<file path="config.mk">
export PLATFORM = sky130hd
export DESIGN_NAME = rob_status_mw
export DESIGN_NICKNAME = d
export VERILOG_FILES = /design/src/rtl/rob_status_mw.sv
export SDC_FILE = /design/constraint.sdc
export NUM_CORES = 1
export LEC_CHECK = 0
export CORE_ASPECT_RATIO = 2
export CORE_UTILIZATION = 35
export CTS_CLUSTER_SIZE = 8
export DETAILED_ROUTE_END_ITERATION = 6
export GPL_TIMING_DRIVEN = 0
export REMOVE_ABC_BUFFERS = 1
export SLEW_MARGIN = 20
export SYNTH_ARGS = -nofsm -noshare
export SYNTH_HDL_FRONTEND = slang
export SYNTH_SLANG_ARGS = --single-unit
</file>
<file path="constraint.sdc">
create_clock -name clk -period 8.1 [get_ports clk]
set_input_delay 1.62 -clock clk [delete_from_list [all_inputs] [get_ports clk]]
set_output_delay 1.62 -clock clk [all_outputs]
set_load 0.01 [all_outputs]
</file>
<file path="src/rtl/rob_status_mw.sv">
// -----------------------------------------------------------------------------
// rob_status_mw -- multi-way reorder-buffer status tracker.
//
// Allocates up to DEC_WIDTH entries per cycle at decode, marks entries complete
// from WB_PORTS writeback ports, and retires up to COM_WIDTH of the oldest
// completed entries per cycle in program order. The first retiring entry that
// carries an exception, branch mispredict or jump mispredict raises flush_.
// The ROB is then emptied on the next clock edge.
//
// Ports (lane-packed vectors, lane 0 in the LSBs is the oldest):
//   clk, reset                 clock, synchronous active-high reset
//   dec_e_, dec_pc, dec_rd,    per-slot allocate (active-low), PC, destination,
//   dec_invalid                illegal-instruction marker
//   dec_rob_id                 id given to slot 0 (slot k gets +k)
//   ren_id / ren_ready         rename lookups, completion status (with bypass)
//   wb_e_, wb_rob_id, wb_exp_, writeback valid, entry id, active-low status
//   wb_pred_miss_,             flags and exception code
//   wb_jump_miss_, wb_exp_code
//   com_e_, com_pc, com_rd,    per-lane retire (active-low) and fields of the
//   com_exp_code, com_rob_id,  retiring entry; com_exp_ is active-low
//   com_exp_
//   flush_                     pipeline flush, active-low
//   rob_busy                   fewer than DEC_WIDTH free entries
// -----------------------------------------------------------------------------
module rob_status_mw #(
    parameter int ADDR         = 32,
    parameter int ROB_DEPTH    = 8,
    parameter int DEC_WIDTH    = 2,
    parameter int WB_PORTS     = 2,
    parameter int COM_WIDTH    = 2,
    parameter int RD_W         = 5,
    parameter int EXP_W        = 4,
    parameter int ILLEGAL_CODE = 2,
    parameter int ROB          = $clog2(ROB_DEPTH)
) (
    input  logic                          clk,
    input  logic                          reset,
    input  logic [DEC_WIDTH-1:0]          dec_e_,
    input  logic [DEC_WIDTH*ADDR-1:0]     dec_pc,
    input  logic [DEC_WIDTH*RD_W-1:0]     dec_rd,
    input  logic [DEC_WIDTH-1:0]          dec_invalid,
    output logic [ROB-1:0]                dec_rob_id,
    input  logic [2*DEC_WIDTH*ROB-1:0]    ren_id,
    output logic [2*DEC_WIDTH-1:0]        ren_ready,
    input  logic [WB_PORTS-1:0]           wb_e_,
    input  logic [WB_PORTS*ROB-1:0]       wb_rob_id,
    input  logic [WB_PORTS-1:0]           wb_exp_,
    input  logic [WB_PORTS-1:0]           wb_pred_miss_,
    input  logic [WB_PORTS-1:0]           wb_jump_miss_,
    input  logic [WB_PORTS*EXP_W-1:0]     wb_exp_code,
    output logic [COM_WIDTH-1:0]          com_e_,
    output logic [COM_WIDTH*ADDR-1:0]     com_pc,
    output logic [COM_WIDTH*RD_W-1:0]     com_rd,
    output logic [COM_WIDTH*EXP_W-1:0]    com_exp_code,
    output logic [COM_WIDTH*ROB-1:0]      com_rob_id,
    output logic [COM_WIDTH-1:0]          com_exp_,
    output logic                          flush_,
    output logic                          rob_busy
);

    localparam int SLOT_W = (DEC_WIDTH > 1) ? $clog2(DEC_WIDTH) : 1;
    localparam int PORT_W = (WB_PORTS > 1) ? $clog2(WB_PORTS) : 1;
    localparam logic [ROB:0]     DEPTH_C = (ROB+1)'(ROB_DEPTH);
    localparam logic [ROB:0]     DECW_C  = (ROB+1)'(DEC_WIDTH);
    localparam logic [ROB:0]     ONE_C   = (ROB+1)'(1);
    localparam logic [EXP_W-1:0] ILL_C   = EXP_W'(ILLEGAL_CODE);

    // Pointers, occupancy and per-entry control bits
    logic [ROB-1:0]       head_q, head_d, tail_q, tail_d;
    logic [ROB:0]         count_q, count_d;
    logic [ROB_DEPTH-1:0] valid_q, valid_d, done_q, done_d;

    // Entry payload; status flags are stored active-low like the ports
    logic [ADDR-1:0]      pc_q       [ROB_DEPTH];
    logic [RD_W-1:0]      rd_q       [ROB_DEPTH];
    logic [EXP_W-1:0]     exp_code_q [ROB_DEPTH];
    logic [ROB_DEPTH-1:0] br_miss_q, jump_miss_q, exp_q;

    // Per-entry write strobes decoded from the slot/port/lane views
    logic [ROB_DEPTH-1:0] alloc_we, wb_we, ret_clr;
    logic [SLOT_W-1:0]    alloc_slot [ROB_DEPTH];
    logic [PORT_W-1:0]    wb_port    [ROB_DEPTH];
    logic [ROB:0]         nalloc, nret;
    logic                 flush, busy;

    // Busy is judged on the pre-retire occupancy, so a retire in the same
    // cycle does not open room for that cycle's allocation.
    assign busy       = !reset && ((DEPTH_C - count_q) < DECW_C);
    assign rob_busy   = busy;
    assign dec_rob_id = reset ? '0 : tail_q;
    assign flush_     = !flush;

    // Allocation: enabled slot k lands on tail+k
    always_comb begin
        logic [ROB-1:0] a_idx;
        a_idx    = '0;
        nalloc   = '0;
        alloc_we = '0;
        for (int e = 0; e < ROB_DEPTH; e++) alloc_slot[e] = '0;
        for (int k = 0; k < DEC_WIDTH; k++) begin
            if (!reset && !busy && !dec_e_[k]) begin
                a_idx             = tail_q + ROB'(k);
                alloc_we[a_idx]   = 1'b1;
                alloc_slot[a_idx] = SLOT_W'(k);
                nalloc            = nalloc + ONE_C;
            end
        end
    end

    // Writeback: later ports overwrite earlier ones, so the highest index wins
    always_comb begin
        logic [ROB-1:0] w_idx;
        w_idx = '0;
        wb_we = '0;
        for (int e = 0; e < ROB_DEPTH; e++) wb_port[e] = '0;
        for (int p = 0; p < WB_PORTS; p++) begin
            w_idx = wb_rob_id[p*ROB +: ROB];
            if (!wb_e_[p] && valid_q[w_idx]) begin
                wb_we[w_idx]   = 1'b1;
                wb_port[w_idx] = PORT_W'(p);
            end
        end
    end

    // Retire: in-order chain from head; a flagged entry retires but ends the chain
    always_comb begin
        logic [ROB-1:0] r_idx;
        logic           stop;
        r_idx        = '0;
        stop         = 1'b0;
        ret_clr      = '0;
        nret         = '0;
        flush        = 1'b0;
        com_e_       = '1;
        com_exp_     = '1;
        com_pc       = '0;
        com_rd       = '0;
        com_exp_code = '0;
        com_rob_id   = '0;
        for (int i = 0; i < COM_WIDTH; i++) begin
            r_idx = head_q + ROB'(i);
            if (!reset && !stop && valid_q[r_idx] && done_q[r_idx]) begin
                ret_clr[r_idx]                = 1'b1;
                nret                          = nret + ONE_C;
                com_e_[i]                     = 1'b0;
                com_exp_[i]                   = exp_q[r_idx];
                com_pc[i*ADDR +: ADDR]        = pc_q[r_idx];
                com_rd[i*RD_W +: RD_W]        = rd_q[r_idx];
                com_exp_code[i*EXP_W +: EXP_W] = exp_code_q[r_idx];
                com_rob_id[i*ROB +: ROB]      = r_idx;
                if (!br_miss_q[r_idx] || !jump_miss_q[r_idx] || !exp_q[r_idx]) begin
                    flush = 1'b1;
                    stop  = 1'b1;
                end
            end else begin
                stop = 1'b1;
            end
        end
    end

    // Rename lookups see a same-cycle writeback through the bypass
    for (genvar gi = 0; gi < 2*DEC_WIDTH; gi++) begin : g_ren
        logic [ROB-1:0] look_id;
        logic           byp;
        assign look_id = ren_id[gi*ROB +: ROB];
        always_comb begin
            byp = 1'b0;
            for (int p = 0; p < WB_PORTS; p++) begin
                if (!wb_e_[p] && (wb_rob_id[p*ROB +: ROB] == look_id)) byp = 1'b1;
            end
        end
        assign ren_ready[gi] = !reset && (done_q[look_id] || byp);
    end

    // Next state; a flush discards everything else happening this cycle
    always_comb begin
        head_d  = head_q + nret[ROB-1:0];
        tail_d  = tail_q + nalloc[ROB-1:0];
        count_d = count_q + nalloc - nret;
        valid_d = valid_q;
        done_d  = done_q;
        for (int e = 0; e < ROB_DEPTH; e++) begin
            if (alloc_we[e]) begin
                valid_d[e] = 1'b1;
                done_d[e]  = dec_invalid[alloc_slot[e]];
            end else begin
                if (wb_we[e]) done_d[e] = 1'b1;
                if (ret_clr[e]) begin
                    valid_d[e] = 1'b0;
                    done_d[e]  = 1'b0;
                end
            end
        end
        if (flush) begin
            head_d  = '0;
            tail_d  = '0;
            count_d = '0;
            valid_d = '0;
            done_d  = '0;
        end
    end

    always_ff @(posedge clk) begin
        if (reset) begin
            head_q  <= '0;
            tail_q  <= '0;
            count_q <= '0;
            valid_q <= '0;
            done_q  <= '0;
        end else begin
            head_q  <= head_d;
            tail_q  <= tail_d;
            count_q <= count_d;
            valid_q <= valid_d;
            done_q  <= done_d;
        end
    end

    // Payload needs no reset: it is only observed while valid and done are set
    always_ff @(posedge clk) begin
        for (int e = 0; e < ROB_DEPTH; e++) begin
            if (alloc_we[e]) begin
                pc_q[e]        <= dec_pc[alloc_slot[e]*ADDR +: ADDR];
                rd_q[e]        <= dec_rd[alloc_slot[e]*RD_W +: RD_W];
                br_miss_q[e]   <= 1'b1;
                jump_miss_q[e] <= 1'b1;
                exp_q[e]       <= !dec_invalid[alloc_slot[e]];
                exp_code_q[e]  <= dec_invalid[alloc_slot[e]] ? ILL_C : '0;
            end else if (wb_we[e]) begin
                br_miss_q[e]   <= wb_pred_miss_[wb_port[e]];
                jump_miss_q[e] <= wb_jump_miss_[wb_port[e]];
                exp_q[e]       <= wb_exp_[wb_port[e]];
                exp_code_q[e]  <= wb_exp_code[wb_port[e]*EXP_W +: EXP_W];
            end
        end
    end

endmodule

</file>
Yosys cells after proc, flatten, opt, wreduce, memory -nomap -nowiden
Memory sizes are Yosys's and may differ from the RTL's. A register that Yosys moved wholly into a read port is not among the register bits. Cells that the tools add are included.

Output and inout port bits: 101. Word-level logic and storage cells: 544. Bits in writable memories: 328. Bits of input ports: 114. Memories: 3. Register bits: 50.

Memories: pc_q (words 8, width 32, rd ports 2, clocked after Yosys merged registers in 1, write ports 2, RTL line 74) `logic [ADDR-1:0] pc_q [ROB_DEPTH];`; rd_q (words 8, width 5, rd ports 2, clocked after Yosys merged registers in 1, write ports 2, RTL line 75) `logic [RD_W-1:0] rd_q [ROB_DEPTH];`; exp_code_q (words 8, width 4, rd ports 2, clocked after Yosys merged registers in 1, write ports 8, RTL line 76) `logic [EXP_W-1:0] exp_code_q [ROB_DEPTH];`.

Magnitude comparators: 37. Reductions and logical operators: 98. Shifts and indexed selects: 24. Multiplexer cells: 301. Add/sub/neg operators: 9. Eq/ne operators: 8. Bitwise logic cells: 13. $mul: 8.

Operator list (count): indexed part select 64 x 7 -> 32 bit (8); two-way mux 32 bit (8); two-way mux 1 bit (215); OR reduction 32 bit (6); indexed part select 10 x 5 -> 5 bit (8); two-way mux 8 bit (8); indexed part select 8 x 4 -> 4 bit (8); two-way mux 3 bit (18); binary-select mux 1 bit (select 3 bit) (16); two-way mux 4 bit (12); < comparator 3 x 4 -> 1 bit, second input constant (10); two-way mux 5 bit (8); < comparator 1 x 2 -> 1 bit, second input constant (16); multiplier 1 x 3 -> 4 bit, second input constant (8); nonzero test 2 bit (16); logical AND 1 bit (31); OR reduction 5 bit (6); demux 1 bit (select 3 bit) (8); == test 3 bit (8); bitwise OR 8 bit (3); nonzero test 3 bit (8); zero test 1 bit (22); greater-or-equal comparator 3 x 1 -> 1 bit, second input constant (6); two-way mux 2 bit (8); other kinds (13) (33).

Longest topological paths before layout
Gate-level depths: netlist (run 1).

Depth in word-level cells: 15. Depth in mapped cells: 16. Gate-level depth less buffers: 15.

Worst setup path before layout (run 1)
No wires, ideal clock.

Kind: in2out. Start: input reset. End: output com_rob_id[4]. Arrival time: 2.801 ns. Data required time: 6.480 ns. Path buffers: 2. Stages: 8. Path slack: 3.679 ns. Cell sequence: buf_2 > a2111oi_4 > nand2_2 > inv_2 > and2_4 > inv_4 > buf_6 > nor2_1.

Cells in the longest elaborated chain, start to end: 9.

RTL lines: start: declaration (RTL line 37) `input logic reset,`; zero test 1 bit * (RTL line 142) `if (!reset && !stop && valid_q[r_idx] && done_q[r_idx]) begin`; logical AND 1 bit (2 in a row) (RTL line 142); two-way mux 1 bit (RTL line 142); zero test 1 bit (RTL line 142); logical AND 1 bit * (3 in a row) (RTL line 142); two-way mux 3 bit * (RTL line 142); end: declaration (RTL line 55) `output logic [COM_WIDTH*ROB-1:0] com_rob_id,`.

Mark *: on every way between the ends. The rest lies on a longest branch, timed or not.

Final worst setup path (run 1)
Start: register head_q[0]. End: output com_pc[32].

Cells in the longest elaborated chain, start to end: 12. Elaborated cells between the ends (all ways): 30. Classes of those cells: 1 x add/sub; 17 x mux; 11 x reduce/logical; 1 x memory.

RTL lines: start: declaration (RTL line 69) `logic [ROB-1:0] head_q, head_d, tail_q, tail_d;`; start signal: assignment (RTL line 205) `head_q <= '0;`; start signal: assignment (RTL line 211) `head_q <= head_d;`; binary-select mux 1 bit (select 3 bit) (RTL line 151) `if (!br_miss_q[r_idx] || !jump_miss_q[r_idx] || !exp_q[r_idx]) begin`; two-way mux 1 bit (not written as such) (RTL line 151); zero test 1 bit (RTL line 151); logical OR 1 bit (2 in a row) (RTL line 151); two-way mux 1 bit (RTL line 151); two-way mux 1 bit (RTL line 142); zero test 1 bit (RTL line 142); logical AND 1 bit (3 in a row) (RTL line 142); two-way mux 32 bit * (RTL line 142); end: declaration (RTL line 52) `output logic [COM_WIDTH*ADDR-1:0] com_pc,`.

Mark *: on every way between the ends. The rest lies on a longest branch, timed or not. The select of a mux whose other input is x is not followed.

==> impl_metrics.tcl, run 1 <==
set metrics [dict create \
    track_usage_pct 23.9 \
    synth-compound-area-share_pct 5.05 \
    syn_to_final_growth_pct 22.9 \
    rows 133 \
    cts.sinks 378 \
    gp_congestion 0.902 \
    reg2reg_to "count_q[3]" \
    dp_worst_setup_slack_ns 1.14 \
    r2r_start "head_q[0]" \
    synth_top_family_by_area "multiplexers" \
    synth_ff_type "edfxtp_1" \
    syn_inst 1733 \
    synth_simple_gate_area_share_pct 7.60 \
    layout_setup_ws_ns 0.493 \
    yosysWarnings 0 \
    final_max_slew_viol_count 0 \
    cts_setup_buffers 0 \
    dieArea_um2 68100 \
    ctsHoldBuffers 0 \
    ys_async_sr_fraction_pct 0 \
    drc 0 \
    cap_violations 0 \
    rsz0062_at_grt "no" \
    crit_required_ns 6.48 \
    ys_ff_latch 378 \
    port_buffers 214 \
    outcome "finished clean" \
    ios 215 \
    finClkSkew_ns 0.0223 \
    leakage_nw 9.75 \
    die_y_um 368 \
    r2r_slack_ns 2.48 \
    hold_path.startpoint "jump_miss_q[7]" \
    cts_buffers 53 \
    clock_path_buffers 3 \
    grt_pass1_wl_um 117000 \
    routed_wl_um 81700 \
    vias 16800 \
    cp-end-kind "primary output" \
    final_design_area_no_fill_um2 28800 \
    ys_types 64 \
    fin_hold_ws_ns 0.529 \
    cp_max_fo 44 \
    timing.final.crit_period_ns 7.61 \
    max_freq_mhz 131 \
    drt_pass1_iterations 5 \
    drive_gt1_share_pct 34.8 \
    min_to "jump_miss_q[7]" \
    synth-xor-area-share_pct 1.26 \
    antenna_found_initial 8 \
    finalHoldViolCount 0 \
    nets 2049 \
    avgSynthCellArea_um2 13.5 \
    overflow 0 \
    synth_area_leaders "edfxtp_1, mux4_2, mux2_2, nand2_1, dfxtp_1" \
    place_area_um2 27400 \
    synthMuxAreaShare_pct 35.6 \
    synth_common_cells "edfxtp_1, mux2_2, nand2_1" \
    wl_per_cell_um 29.0 \
    grt_max_degree 45 \
    first_iter_violations 1457 \
    path_class "reg -> out" \
    min_period_over_period_pct 93.9 \
    cts_tree "built" \
    synth_area_um2 23400 \
    grt_pass1_vias 17400 \
    slew_headroom_pct 18.1 \
    clk_pin_slew_ns 0.06 \
    dp_hpwl_um 54900 \
    rr_worst_depth 15 \
    critPathLaunchType "flop" \
    post-synth-top-count-cell "edfxtp_1" \
    antenna_left 0 \
    power.density_nw_per_um2 209 \
    core_area_um2 66100 \
    setup_viol 0 \
    initial_core_util_pct 35.5 \
    hold_depth 2 \
    h-tree-depth 2 \
    synth_top_area_share_pct 43.0 \
    worstMarginPinSlew_ns 1.22 \
    vdd_drop_max_uv 155 \
    yosysSeqAreaShare_pct 46.6 \
    insertion_delay_ns 0.58 \
    yosys.area.top_type "edfxtp_1" \
    cts_root_buf "clkbuf_16" \
    synth_edf_count 336 \
    yosys.area_share.adder_pct 0.929 \
    die_width_um 185 \
    avgViaCountPerCell 5.98 \
    arrival_ns 5.99 \
    cts_resized 0 \
    min_path_type "reg -> reg" \
]
-- kinds of logic after synthesis --
| group | count (synthesis) |
|---|---|
| mux | 560 |
| simple gates | 410 |
| flops | 378 |
| compound gates | 177 |
| buf+inv | 160 |
| xor+xnor | 33 |
| fa+ha+maj | 15 |
-- cell type report --
| cell class | count | area [um^2] |
|---|---|---|
| diodes | 2 | 5.00 |
| flip-flops and latches | 378 | 10900 |
| fillers | 5972 | 37200 |
| clock buffers | 72 | 1420 |
| clock inverters | 2 | 23.8 |
| well taps | 877 | 1100 |
| inverters | 31 | 146 |
| repair buffers | 261 | 3210 |
| multi-input cells | 1195 | 12000 |
-- layer usage --
| layer | up-vias | global-route usage, % | wire (um) |
|---|---|---|---|
| li1 | 7108 | - | - |
| met1 | 8746 | 26.7 | 29000 |
| met2 | 789 | 44.0 | 43700 |
| met3 | 189 | 3.52 | 5220 |
| met4 | 12 | 10.8 | 3680 |
| met5 | - | 0 | 79 |
-- state kept, by name (all words and copies together), names as in the netlist --
register     count
pc_q           256
rd_q            40
exp_code_q      32
br_miss_q        8
done_q           8
exp_q            8
jump_miss_q      8
valid_q          8
count_q          4
head_q           3
tail_q           3
-- stage by stage --
| step | power [mW] | setup TNS [ns] | cells | util [%] |
|---|---|---|---|---|
| after floorplan | 3.44 | -416.33 | 1604 | - |
| after global placement | 3.95 | -1130.23 | 2695 | 39.5 |
| after detailed placement | 4.03 | 0 | 2742 | 41.4 |
| after CTS | 6.05 | 0 | 2816 | 43.6 |
| after global routing | 6.22 | 0 | 2817 | 43.6 |
| final | 6.02 | 0 | 2818 | 43.6 |
-- power by group --
part / switching, mW / internal (mW) / leakage (nW)
sequential: 0.162 / 2.45 / 3.39
clock: 0.831 / 1.19 / 0.694
combinational: 0.740 / 0.651 / 5.67
-- layout by cell type, fill, tap and decap left out, types with 29 or more instances in the layout --
master           count
edfxtp_1           336
clkbuf_16           54
nor2_1              78
dfxtp_1             39
mux2i_1             62
nand2_1            236
buf_16              29
a21oi_2             37
mux4_2             187
a21oi_1             73
mux2_2             311
clkdlybuf4s50_1    214
-- how the worst max path moves through the flow --
stage                   start               to  cells after the start
global route        head_q[0]       com_pc[32]                     10
CTS                 head_q[0]       com_pc[54]                     10
global placement    head_q[0]       com_pc[54]                      8
finish              head_q[0]       com_pc[32]                     10
floorplan           head_q[0]  com_exp_code[7]                      7
detailed placement  head_q[0]       com_pc[54]                     10
-- worst max-delay path, cell delays in order (launching register included) --
cell and delay (ns):
dfxtp_4 0.74, buf_16 0.32, ha_4 0.69, buf_16 0.33, clkinv_1 0.45, mux2i_1 0.35
nor4b_2 0.66, and2_4 0.29, inv_4 0.33, a21oi_1 0.43, clkdlybuf4s50_1 0.65
(Power assumes the default switching activity.)
==> run 2, diff against run 1 <==
- CAP_MARGIN: default -> 15
- CORE_ASPECT_RATIO: 2 -> 1.75
- SETUP_SLACK_MARGIN: default -> 0.02
==> run 2 against run 1 <==
Compared with the run above: combinational power hardly changed; sequential cell count stayed put; maximum frequency barely moved; total power shrank 0.22%; non-clock buffer count decreased by 1; sequential power about the same; hold slack got worse by 0.020 ns; highest routed layer unchanged.
==> impl_metrics.tcl, run 2 (synthesis results as in run 1) <==
set metrics [dict create \
    vdd_drop_max_uv 159 \
    syn_to_final_growth_pct 22.9 \
    ctsHoldBuffers 0 \
    finClkSkew_ns 0.0165 \
    power.density_nw_per_um2 209 \
    max_freq_mhz 131 \
    gp_congestion 0.917 \
    h-tree-depth 2 \
    leakage_nw 9.73 \
    fin_tns_setup_ns 0 \
    drt_pass1_iterations 5 \
    cts_root_buf "clkbuf_16" \
    port_buffers 214 \
    largest_register_ffs 256 \
    insertion_delay_ns 0.59 \
    grt_pass1_wl_um 116000 \
    cts_resized 0 \
    avgViaCountPerCell 5.85 \
    arrival_ns 5.99 \
    cp_max_fo 44 \
    path_buf_inv 6 \
    drive_gt1_share_pct 34.7 \
    rows 125 \
    die_y_um 344 \
    cap_violations 0 \
    slowest_stage "clkdlybuf4s50_1" \
    nets 2048 \
    core_area_um2 66300 \
    wl_per_cell_um 28.0 \
    finalHoldViolCount 0 \
    layout_common_cells "edfxtp_1, mux2_2, nand2_1" \
    crit_start "head_q[0]" \
    die_width_um 198 \
    antenna_found_initial 9 \
    routed_wl_um 79400 \
    first_iter_violations 1460 \
    cts_tree "built" \
    p_switching_mw 1.72 \
    largest_register "pc_q" \
    critPathLaunchType "flop" \
    seqCellArea_um2 10900 \
    antenna_left 0 \
    swShare_pct 28.6 \
    power.internal_mw 4.29 \
    clock_path_buffers 3 \
    worstMarginPinSlew_ns 1.10 \
    cp_common_cell "buf_12" \
    postLayoutCoreUtil_pct 43.4 \
    vias 16600 \
    setup_viol 0 \
    r2r_start "head_q[0]" \
    clk_pin_slew_ns 0.06 \
    mostFrequentLayoutCell "edfxtp_1" \
    multi_input_area_um2 12000 \
    crit_required_ns 6.48 \
    cp-end-kind "primary output" \
    min_period_over_period_pct 94.0 \
    grt_pass1_vias 17300 \
    path_class "reg -> out" \
    overflow 0 \
    cts_buffers 53 \
    slowest_delay_ns 0.67 \
    min_path_type "reg -> reg" \
    initial_core_util_pct 35.4 \
    outcome "finished clean" \
    critPathTopFamily "buffers and inverters" \
    rsz0062_at_grt "no" \
    timing.final.crit_period_ns 7.61 \
    largest_registers "pc_q x256, rd_q x40, exp_code_q x32" \
    track_usage_pct 23.3 \
    pwr-share-comb_pct 22.8 \
    drc 0 \
    dieArea_um2 68100 \
    cts_setup_buffers 0 \
    dp_hpwl_um 53300 \
    ios 215 \
    pwr-share-seq_pct 43.3 \
    path_cells "buf_12 > buf_16 > buf_12 > ha_4 > clkinv_1 > mux2i_1 > nor4b_4 > and2_4 > inv_4 > a21oi_1 > clkdlybuf4s50_1" \
    fillCellCount 6121 \
    cts.sinks 378 \
    pwr-share-clk_pct 33.9 \
    final_max_slew_viol_count 0 \
    grt_max_degree 45 \
    slew_headroom_pct 26.2 \
    hold_path.startpoint "br_miss_q[5]" \
]
[run 2: cell types whose count changed in the layout (fill, tap and decap cells not counted), moves of 2 or more]
cell / change
buf_12: +10
buf_6: -4
buf_8: +2
diode_2: +2
buf_16: -9
[run 2: cell type report]
type	count	share of cell area [%]
Antenna cell	4	0.0348
Clock buffer	72	4.93
Clock inverter	3	0.152
Inverter	31	0.508
Multi-Input combinational cell	1195	41.6
Sequential cell	378	38.0
Tap cell	889	3.86
Timing Repair Buffer	260	10.9
[run 2: worst register-to-register path, delay by kind of cell (launching register included)]
| kind | cells | cell delay [ns] |
|---|---|---|
| buf+inv | 5 | 1.59 |
| fa+ha+maj | 4 | 1.51 |
| simple gates | 3 | 0.73 |
| flops | 1 | 0.64 |
| mux | 1 | 0.37 |
| compound gates | 2 | 0.37 |
| xor+xnor | 1 | 0.14 |
[run 2: path summary, 6_finish.rpt]
kind                        to  slack [ns]  depth (start not counted)
setup / recovery     com_rd[9]        0.49                         11
hold / removal    br_miss_q[5]        0.51                          2
setup reg to reg    count_q[3]        2.61                         16
hold reg to reg   br_miss_q[5]        0.51                          2
[run 2: stage by stage]
stage          worst slack, ns  std cells  area (um^2)  power, mW  hold slack (ns)
3_5_place_dp             0.941       2752        27300       4.00            0.495
5_1_grt                  0.218       2830        28800       6.23            0.539
6_report                 0.488       2832        28800       6.01            0.509
2_1_floorplan            -5.26       1604        22900       3.44            0.457
4_1_cts                  0.338       2827        28800       6.04            0.508
3_3_place_gp            -11.70       2707        26100       3.93            0.495
[run 2: metal layers]
layer  vias up  wire, um  GRT usage (%)  part of all wire (%)
li1       7109         -              -                     -
met1      8545     29800           27.7                    38
met2       750     42100           42.4                    53
met3       164      4760           3.10                   6.0
met4         8      2640           8.80                   3.3
met5         -        53              0                 0.067
[run 2: power groups by stage]
| stage | Sequential (mW) | Clock, mW | Combinational [mW] |
|---|---|---|---|
| floorplan | 2.57 | 0 | 0.870 |
| finish | 2.60 | 2.04 | 1.37 |
| CTS | 2.60 | 2.07 | 1.37 |
| detailed placement | 2.64 | 0 | 1.37 |
| global route | 2.62 | 2.14 | 1.47 |
| global placement | 2.65 | 0 | 1.28 |
